File: src/rtl/param_fifo_pow2.sv
// param_fifo_pow2: synchronous FIFO whose capacity is the requested Depth
// rounded up to a power of two. The address width is derived from Depth and
// then sizes the pointers, the storage array and the usage_o port.
//
// Optional build macro: PARAM_FIFO_FALL_THROUGH_EN
//    When defined, an item offered to an empty FIFO appears on the output in
//    the same cycle. If the consumer takes it in that cycle it never touches
//    storage. When undefined, the FIFO has strict one-cycle latency and no
//    combinational path from the in_* ports to the out_* ports.

module param_fifo_pow2 #(
   parameter int unsigned Depth     = 32'd5,
   parameter int unsigned DataWidth = 32'd8,
   localparam int unsigned AddrWidth = (Depth > 1) ? unsigned'($clog2(Depth)) : 1,
   localparam int unsigned PhysDepth = 2**AddrWidth
) (
   input  logic                 clk_i,
   input  logic                 rst_i,
   input  logic                 flush_i,
   input  logic                 in_valid_i,
   output logic                 in_ready_o,
   input  logic [DataWidth-1:0] in_data_i,
   output logic                 out_valid_o,
   input  logic                 out_ready_i,
   output logic [DataWidth-1:0] out_data_o,
   output logic [AddrWidth:0]   usage_o
);

   // A zero-sized FIFO or zero-width entry is meaningless; stop elaboration.
   if (Depth == 0 || DataWidth == 0) begin : g_bad_params
      $error("param_fifo_pow2: Depth and DataWidth must both be at least 1");
   end

   localparam logic [AddrWidth:0] PtrOne = {{AddrWidth{1'b0}}, 1'b1};

   logic [DataWidth-1:0] mem [PhysDepth];

   // Pointers carry one extra wrap bit above the index so that full and
   // empty can be told apart when the indices match.
   logic [AddrWidth:0]   wptr;
   logic [AddrWidth:0]   rptr;
   logic [AddrWidth-1:0] widx;
   logic [AddrWidth-1:0] ridx;

   logic empty;
   logic full;
   logic bypass;
   logic push_fire;
   logic pop_fire;
   logic clear;

   // Status decode from the pointer pair.
   always_comb begin
      widx  = wptr[AddrWidth-1:0];
      ridx  = rptr[AddrWidth-1:0];
      empty = (wptr == rptr);
      full  = (widx == ridx) && (wptr[AddrWidth] != rptr[AddrWidth]);
      clear = rst_i || flush_i;
   end

   // Producer-side handshake and occupancy. Ready depends only on stored
   // state, so a pop in the same cycle never opens a full FIFO for a push.
   always_comb begin
      in_ready_o = !full;
      usage_o    = wptr - rptr;
   end

`ifdef PARAM_FIFO_FALL_THROUGH_EN
   // Consumer side with fall-through: an empty FIFO forwards the incoming
   // item directly, and if it is taken right away storage is skipped.
   always_comb begin
      bypass      = empty && in_valid_i && out_ready_i;
      out_valid_o = !empty || in_valid_i;
      out_data_o  = empty ? in_data_i : mem[ridx];
   end
`else
   // Consumer side with registered latency: only stored entries are visible,
   // and the head is a plain read of the array at the read index.
   always_comb begin
      bypass      = 1'b0;
      out_valid_o = !empty;
      out_data_o  = mem[ridx];
   end
`endif

   // Transfer qualification. A bypassed item is consumed in flight, so it
   // neither writes the array nor advances the write pointer.
   always_comb begin
      push_fire = in_valid_i && !full && !bypass;
      pop_fire  = !empty && out_ready_i;
   end

   // Pointer registers; reset and flush both discard every stored entry and
   // ignore any push or pop requested in that cycle.
   always_ff @(posedge clk_i) begin
      if (clear) begin
         wptr <= '0;
         rptr <= '0;
      end else begin
         if (push_fire) begin
            wptr <= wptr + PtrOne;
         end
         if (pop_fire) begin
            rptr <= rptr + PtrOne;
         end
      end
   end

   // Storage write. The array is deliberately not reset; stale contents are
   // unreachable once the pointers are cleared.
   always_ff @(posedge clk_i) begin
      if (push_fire && !clear) begin
         mem[widx] <= in_data_i;
      end
   end

endmodule
File: config.mk
export PLATFORM = sky130hd
export DESIGN_NAME = param_fifo_pow2
export DESIGN_NICKNAME = d
export VERILOG_FILES = /design/src/rtl/param_fifo_pow2.sv
export SDC_FILE = /design/constraint.sdc
export NUM_CORES = 1
export LEC_CHECK = 0
export ABC_AREA = 1
export BUFFER_PORTS_ARGS = -buffer_cell sky130_fd_sc_hd__clkbuf_2
export CELL_PAD_IN_SITES_DETAIL_PLACEMENT = 0
export CELL_PAD_IN_SITES_GLOBAL_PLACEMENT = 2
export CORE_ASPECT_RATIO = 1.4
export CORE_MARGIN = 2
export CORE_UTILIZATION = 32
export CTS_BUF_LIST = sky130_fd_sc_hd__clkbuf_8
export CTS_CLUSTER_DIAMETER = 120
export DETAILED_ROUTE_END_ITERATION = 7
export PLACE_DENSITY_LB_ADDON = 0.1
export RECOVER_POWER = 100
export SLEW_MARGIN = 20
export SYNTH_ARGS = -nofsm -noshare
export SYNTH_HDL_FRONTEND = slang
export SYNTH_SLANG_ARGS = --single-unit
File: constraint.sdc
create_clock -name clk_i -period 3.5 [get_ports clk_i]
set_input_delay 0.7 -clock clk_i [delete_from_list [all_inputs] [get_ports clk_i]]
set_output_delay 0.7 -clock clk_i [all_outputs]
set_load 0.1 [all_outputs]
==> results.sh <==
export IMPL_fin_crit_ns=3.02
export IMPL_grt_pass1_wl_um=11200
export IMPL_hold_viol_final=0
export IMPL_clock_latency_ns=0.35
export IMPL_cap_violations=0
export IMPL_start_kind="flop"
export IMPL_power_density_nw_per_um2=502
export IMPL_cts_htree_levels=3
export IMPL_diodes=0
export IMPL_synth_area_um2=3260
export IMPL_cts_buffers=9
export IMPL_ys_seq_area_frac=0.658
export IMPL_end_kind="output pin"
export IMPL_syn_area_per_cell_um2=11.1
export IMPL_gr_total_overflow=0
export IMPL_arrival_ns=2.32
export IMPL_power_leakage_nw=1.32
export IMPL_netlist_area_leader_share=0.590
export IMPL_clock_root_buffer="clkbuf_8"
export IMPL_grt_usage=0.144
export IMPL_drive_gt1_frac=0.136
export IMPL_layout_cells_non_filler=472
export IMPL_holdCritPathClass="reg -> reg"
export IMPL_hold_buffers=0
export IMPL_post_route_period_util=0.863
export IMPL_routabilityCongestion=0.720
export IMPL_slew_headroom=0.231
export IMPL_status="finished clean"
export IMPL_slew_viol_final=0
export IMPL_antenna_found_initial=0
export IMPL_clock_sinks=75
export IMPL_clk_path_buf_depth=2
export IMPL_worstMarginPinSlew_ns=1.16
export IMPL_ys_ff_latch=75
export IMPL_ys_types=28
export IMPL_crit_type="reg -> out"
export IMPL_vdd_drop_max_v=0.000160
export IMPL_die_w_um=89.2
export IMPL_netlist_instances=294
export IMPL_grt_pass1_vias=2107
export IMPL_crit_fanout=9
export IMPL_grt_max_degree=33
export IMPL_drt_iter0_markers=95
export IMPL_cts_tree="built"
export IMPL_vias_per_cell=4.53
export IMPL_worstPathRequired_ns=2.80
export IMPL_final_area_um2=3680
export IMPL_core_area_um2=9900
export IMPL_placed_cell_area_um2=3560
export IMPL_rows=43
export IMPL_syn_nets=313
export IMPL_ioPinCount=27
export IMPL_fp_dieH_um=123
export IMPL_die_area_um2=11000
export IMPL_vias=2140
export IMPL_drc=0
export IMPL_dp_cells=456
export IMPL_fin_util=0.371
export IMPL_wl_per_cell_um=15.4
export IMPL_setup_viol=0
export IMPL_final_nets=351
export IMPL_yosys_warnings=0
export IMPL_initial_core_util=0.329
export IMPL_synthTopCellsByArea="edfxtp_1 59%, nor2_1 7.4%, dfxtp_1 6.8%, o21ai_1 4.5%, nand2_1 4.2%"
export IMPL_fin_setup_tns_ns=0
export IMPL_dpl_hpwl_um=4710
export IMPL_ctsResizeCount=0
export IMPL_rsz0062_at_grt="false"
export IMPL_area_growth_pct=13.0
export IMPL_drt_wl_total_um=7280
export IMPL_fmax_ghz=0.331
export IMPL_ant_nets=0
export IMPL_cts_clk_slew_worst_paths_ns=0.07
export IMPL_yosysTopAreaCell="edfxtp_1"
export IMPL_dr_pass1_iters=4
export IMPL_postCtsSetupBuffers=0
export IMPL_clock_skew_ns=0.0110
export IMPL_io_buffer_count=26
==> state kept, by name, summed over array words and instances (netlist names), named ones only <==
name	flops
mem	64
rptr	4
wptr	4
==> worst max-delay path: stages (launching register included) <==
cell      delay, ns
dfxtp_1        0.53
ha_1           0.34
nand2_2        0.08
nor2_1         0.07
nand2_4        0.09
clkbuf_1       0.86
==> area by class of cell <==
| class | instances | area [um^2] |
|---|---|---|
| inverter | 14 | 53.8 |
| clock buffer | 12 | 165 |
| tap | 135 | 169 |
| clock inverter | 4 | 41.3 |
| sequential | 75 | 2140 |
| fill | 1057 | 6220 |
| multi-input combinational | 194 | 928 |
| timing repair buffer | 38 | 178 |
==> per-stage QoR <==
stage / setup WS (ns) / hold WS, ns / total power, mW
2_1_floorplan: 0.146 / 0.497 / 1.16
3_3_place_gp: 1.04 / 0.524 / 1.20
3_5_place_dp: 1.02 / 0.533 / 1.20
4_1_cts: 0.629 / 0.544 / 1.88
5_1_grt: 0.348 / 0.563 / 1.92
6_report: 0.481 / 0.538 / 1.85
==> power by group <==
group	switching, mW	total, mW	internal (mW)
Sequential	0.00464	0.979	0.975
Clock	0.298	0.679	0.381
Combinational	0.156	0.190	0.0335
Total	0.459	1.85	1.39
==> logic make-up after synthesis <==
kind of cell	share of synthesized area
buf+inv	0.0442
fa+ha+maj	0.0254
compound gates	0.0903
flops	0.658
simple gates	0.171
xor+xnor	0.0108
==> Yosys cell counts <==
cell type and instances:
xnor2_1 1, buf_4 1, fa_1 1, nor3_1 3, inv_2 4, inv_6 1
nand2_1 36, nand2_8 1, o21ai_2 1, a21oi_1 5, nor2_1 64, nand3_1 8
buf_1 1, buf_6 5, nand2_2 7, edfxtp_1 64, o21ai_0 23, inv_1 9
clkbuf_1 1, nor2_4 1, o21ai_1 29, ha_1 5, xor2_1 3, nand4_1 2
buf_2 3, dfxtp_1 11, nor2_2 1, nand2_4 3
==> placed cells by master, fill, tap and decap left out <==
master,instances
nand2_2,6
edfxtp_1,64
nand4_1,2
nor2_1,65
inv_2,3
clkbuf_2,16
clkinv_1,2
clkinvlp_2,1
xor2_1,3
nand2_1,40
nor3_1,3
dfxtp_1,11
a21oi_1,5
nand3_1,8
o21ai_1,28
inv_1,11
buf_4,4
ha_1,5
xnor2_1,1
fa_1,1
bufinv_16,1
nor2_2,1
o21ai_0,24
clkbuf_8,12
nand2_4,1
clkbuf_1,18
o21ai_2,1
==> final timing paths <==
path           start     endpoint  slack [ns]  cells after the start
min reg2reg  wptr[3]      wptr[3]        0.54                      2
max reg2reg  wptr[2]    mem[7][4]        0.81                      9
min          wptr[3]      wptr[3]        0.54                      2
max          wptr[2]  out_valid_o        0.48                      5
==> metal layers <==
metal  wire length (um)  vias up  GRT usage  share of wire
met1               3040     1015      0.157           0.42
met4                102        0     0.0588          0.014
met5                  0        -          0              0
met3                209        8     0.0394          0.029
li1                   -     1086          -              -
met2               3930       31      0.258           0.54
Note: power is estimated with default switching activity, not from simulation.
